`src/rtl/intc_pkg.sv`:
```
// Shared types and helpers for the interrupt controller.
package intc_pkg;

  typedef enum logic [1:0] {
    IDLE = 2'd0,
    REQ  = 2'd1,
    SERV = 2'd2,
    ACK  = 2'd3
  } intc_state_t;

  // Smallest id width that can name every device; never below one bit.
  function automatic int intc_id_w(input int n_dev);
    return (n_dev <= 2) ? 1 : $clog2(n_dev);
  endfunction

endpackage

```
`src/rtl/intc_prio_enc.sv`:
```
// Lowest-index-wins priority encoder; purely combinational.
module intc_prio_enc #(
  parameter int N_DEV = 2,
  parameter int ID_W  = 1
) (
  input  logic [N_DEV-1:0] req,
  output logic [ID_W-1:0]  id,
  output logic             valid
);

  always_comb begin
    // NOTE: defaults come first so no path leaves id/valid unassigned (no latch).
    id    = '0;
    valid = 1'b0;
    // Walk from the top down so the lowest set index is the last to write.
    for (int i = N_DEV - 1; i >= 0; i--) begin
      if (req[i]) begin
        id    = ID_W'(i);
        valid = 1'b1;
      end
    end
  end

endmodule

```
`src/rtl/intr_ctrl.sv`:
```
// Interrupt controller: masks device lines, presents one request at a time
// to the CPU and acks the serviced device after end-of-interrupt.
module intr_ctrl
  import intc_pkg::*;
#(
  parameter int               N_DEV    = 2,
  parameter int               ID_W     = intc_id_w(N_DEV),
  parameter logic [N_DEV-1:0] MASK_RST = '1,
  parameter int               CNT_W    = 16
) (
  input  logic             clk,
  input  logic             rst,
  input  logic [N_DEV-1:0] dev_intr,
  output logic [N_DEV-1:0] dev_ack,
  input  logic             mask_we,
  input  logic [N_DEV-1:0] mask_wd,
  output logic [N_DEV-1:0] mask_q,
  output logic             irq,
  output logic [ID_W-1:0]  irq_id,
  input  logic             irq_take,
  input  logic             eoi,
  output logic             busy,
  output logic [CNT_W-1:0] svc_cnt
);

  intc_state_t      state, state_nxt;
  logic [N_DEV-1:0] eligible;
  logic [ID_W-1:0]  win_id;
  logic             win_vld;

  assign eligible = dev_intr & mask_q;

  intc_prio_enc #(
    .N_DEV (N_DEV),
    .ID_W  (ID_W)
  ) u_prio_enc (
    .req   (eligible),
    .id    (win_id),
    .valid (win_vld)
  );

  always_comb begin
    state_nxt = state;
    unique case (state)
      IDLE: if (win_vld) state_nxt = REQ;
      // Take beats a coincident mask clear; withdrawal looks at the mask register.
      REQ: begin
        if (irq_take)            state_nxt = SERV;
        else if (!mask_q[irq_id]) state_nxt = IDLE;
      end
      SERV: if (eoi) state_nxt = ACK;
      ACK:  state_nxt = IDLE;
      default: state_nxt = IDLE;
    endcase
  end

  always_ff @(posedge clk) begin
    // NOTE: sequential state uses non-blocking assignments only, so every
    // register samples the pre-edge values of its neighbours.
    if (!rst) begin
      state   <= IDLE;
      irq_id  <= '0;
      mask_q  <= MASK_RST;
      svc_cnt <= '0;
    end else begin
      state <= state_nxt;
      if (mask_we) mask_q <= mask_wd;
      if (state == IDLE && win_vld) irq_id <= win_id;
      if (state == ACK) svc_cnt <= svc_cnt + CNT_W'(1);
    end
  end

  always_comb begin
    dev_ack = '0;
    if (state == ACK) dev_ack[irq_id] = 1'b1;
  end

  assign irq  = (state == REQ);
  assign busy = (state != IDLE);

endmodule

```
`config.mk`:
```
export PLATFORM = sky130hd
export DESIGN_NAME = intr_ctrl
export DESIGN_NICKNAME = d
export VERILOG_FILES = /design/src/rtl/intc_pkg.sv /design/src/rtl/intc_prio_enc.sv /design/src/rtl/intr_ctrl.sv
export SDC_FILE = /design/constraint.sdc
export NUM_CORES = 1
export LEC_CHECK = 0
export CAP_MARGIN = 20
export CORE_MARGIN = 2
export CORE_UTILIZATION = 48
export DETAILED_ROUTE_END_ITERATION = 8
export PLACE_DENSITY = 0.83
export RECOVER_POWER = 25
export SKIP_LAST_GASP = 1
export SYNTH_ARGS = -nofsm -noshare
export SYNTH_HDL_FRONTEND = slang
export SYNTH_SLANG_ARGS = --single-unit
```
`constraint.sdc`:
```
create_clock -name clk -period 3.3 [get_ports clk]
set_clock_uncertainty 0.15 [all_clocks]
set_input_delay 0.825 -clock clk [delete_from_list [all_inputs] [get_ports clk]]
set_output_delay 0.825 -clock clk [all_outputs]
set_load 0.1 [all_outputs]
```
==> qor.csv <==
stage;metric;value;unit
pwr;peak supply drop;322;uV
drt;drt drc;0;
sta;Worst Max-Slew Pin Slew;1.17;ns
placement;HPWL Detailed;1.45;mm
layout;Nets;157;
yosys;Syn Area/Cell;8.63;sq um
yosys;EDFF count, synth;0;
clock_tree;CTS resizes;0;
floorplan;Die H;49.5;microns
layout;P&R area growth vs syn;28.8;%
sta;RSZ-0062 raised after global routing;false;
yosys;register bit total from synthesis;21;
yosys;Synth Area in Adders;1.26;%
layout;Layout Cells excl Fill;173;
drt;Vias;859;
floorplan;# IOs;32;
clock_tree;sink count of the clock tree;21;
drt;number of DRC markers in iteration 0;10;
clock_tree;later-pin clock latency in the skew report;0.29;ns
yosys;area share of the largest cell type after synthesis;42.4;%
grt;Congestion Overflow GR;0;
yosys;synthesized net count;125;
critical_path;Reg-to-Reg Start;svc_cnt[0];
critical_path;CP required;2.32;ns
sta;Rel. slew slack;22.6;%
clock_tree;CTS tree;yes;
critical_path;CP Class;reg -> out;
sta;fmax;400;MHz
yosys;Synth Area in Compound Gates;5.42;%
run_status;status;finished clean;
yosys;synth top area cells;dfxtp_1 (42%), xnor2_1 (7.9%), nor2_1 (7.6%), mux2i_1 (6.1%), nand2_1 (3.4%);
critical_path;CP Launch Type;register;
placement;Port-buffer cells;31;
sta;final period utilization;75.7;%
yosys;mux contribution to synthesized area;6.05;%
placement;GPL Wtd Cong;0.751;
layout;design area;1280;sq um
flow_run;max-cap viol count;0;
critical_path;critical path launch point;svc_cnt[15];
floorplan;Initial Utilization;50.6;%
hold_path;min-delay worst type;reg -> reg;
hold_path;min-delay src;svc_cnt[15];
clock_tree;Post-CTS Setup Inserts;0;
drt;DR vias/cell;4.97;
placement;Placed Instances;169;
grt;initial antenna violation count;0;
drt;antenna-violating nets left;0;
clock_tree;Root Driver;clkbuf_4;
yosys;Cells after Synth;115;
clock_tree;CTS buffer count;3;
floorplan;Die X;49.5;microns
yosys;number of distinct library cells after synthesis;27;
critical_path;Worst path slowest cell;clkbuf_1;
layout;layout cells sized above 1;20.5;%
critical_path;crit path buf inv count;1;
layout;Ant. Diodes;0;
critical_path;CP max stage delay;0.87;ns
grt;largest net degree at the start of global routing;16;
critical_path;CP delay by family, top;buffers and inverters;
drt;Avg WL per Cell;11.3;microns
floorplan;Die Area;2450;sq um
clock_tree;H-Tree Depth;1;
grt;Total GRT Usage;16.9;%
drt;drt pass-1 iters;4;
grt;first-pass GRT wire length;3.27;mm
drt;final WL;1.95;mm
yosys;cell taking the most area after synthesis;dfxtp_1;
critical_path;Worst Path Arrival;1.52;ns
clock_tree;clk slew on worst S/H paths;0.11;ns
sta;Slew Viols, Final;0;
yosys;mapped cell area;992;sq um
yosys;XOR/XNOR Fraction of Synth Area;9.71;%
clock_tree;hold-fix buffers at CTS;0;
sta;count of final hold-check violations;0;
grt;vias in the first global route;787;
yosys;largest family of logic cells by synthesized area;simple AND/OR/NAND/NOR gates;
placement;DP Area;1260;sq um
critical_path;crit end category;output port;
sta;post-route minimum period;2.50;ns
sta;Final TNS setup;0;ns
critical_path;cell chain of the critical path;clkbuf_1;
critical_path;CP Max Fanout;3;
pwr;Power Dens Cells;382;nW/um^2
floorplan;FP Rows;16;
yosys;simple-gate share of the synthesized area;30.5;%
yosys;Post-synth ARST share;0;%
pwr;Leakage Power;0.521;nW
floorplan;Placeable Area;1960;sq um
clock_tree;CTS Buffer Depth;2;
yosys;Ys Warns;0;
pwr;post-route total power;0.488;mW
yosys;register area share after synthesis;42.4;%
yosys;most common flop cell mapped by yosys;dfxtp_1;
sta;# setup viols final;0;
layout make-up:
class	count	area [sq um]
clock buffer	4	26.3
inverter	7	26.3
fill	186	684
tap	27	33.8
timing repair buffer	31	245
sequential	21	420
multi-input combinational	83	526
per-stage QoR:
step / setup WS [ns] / util [%] / hold WS [ns]
2_1_floorplan: 0.237 / - / 0.432
3_3_place_gp: 1.05 / 64.2 / 0.319
3_5_place_dp: 0.998 / 64.2 / 0.328
4_1_cts: 0.999 / 65.5 / 0.346
5_1_grt: 0.749 / 65.1 / 0.378
6_report: 0.802 / 65.1 / 0.338
metal layers:
| layer | vias up | wire, microns | global-route usage (%) |
|---|---|---|---|
| met2 | 19 | 974 | 30.4 |
| li1 | 443 | - | - |
| met1 | 395 | 873 | 20.9 |
| met4 | 0 | 10 | 4.17 |
| met5 | - | 0 | 0 |
| met3 | 2 | 93 | 2.73 |
cells in the mapped netlist, drive strengths merged (3+ instances only):
| cell type | n |
|---|---|
| a21oi | 5 |
| and3 | 3 |
| dfxtp | 21 |
| inv | 7 |
| mux2i | 6 |
| nand2 | 9 |
| nand2b | 3 |
| nand3 | 7 |
| nand4 | 4 |
| nor2 | 21 |
| nor3 | 5 |
| xnor2 | 9 |
final timing paths:
| path | to | slack (ns) | depth (start not counted) |
|---|---|---|---|
| setup reg to reg | svc_cnt[6] | 1.77 | 5 |
| hold reg to reg | svc_cnt[15] | 0.34 | 2 |
| hold / removal | svc_cnt[15] | 0.34 | 2 |
| setup / recovery | svc_cnt[15] | 0.80 | 1 |
logic make-up after synthesis:
group	Yosys count
mux	6
fa+ha+maj	1
buf+inv	11
xor+xnor	11
simple gates	56
compound gates	9
flops	21
placed cells by master, fill, tap and decap left out:
cell and count:
a221oi_1 1, and2_1 1, xnor2_1 9, nor4_2 2, xor2_1 2, a31o_2 1
nand3_1 6, a31oi_1 1, nor2_2 1, nor2b_1 1, clkbuf_4 3, o21ai_0 1
nand2_1 9, nand4_4 1, clkdlybuf4s50_1 6, nand3_4 1, mux2i_1 6, dlygate4sd3_1 2
buf_4 21, nand2b_1 3, ha_1 1, clkbuf_1 3, a21oi_1 5, and3_1 3
nor2_1 20, inv_1 7, nor3_1 5, nand4_1 3, dfxtp_1 21
where the power goes:
part | switching, mW | total (mW) | leakage (nW) | internal [mW]
registers | 0.00933 | 0.269 | 0.170 | 0.259
clock network | 0.0710 | 0.118 | 0.0150 | 0.0469
logic | 0.0750 | 0.102 | 0.335 | 0.0268
flip-flops by register name, summed over array words and instances (netlist names), named ones only:
name,cells
mask_q,2
state,1
svc_cnt,16
irq_id,1
Note: power is estimated with default switching activity, not from simulation.
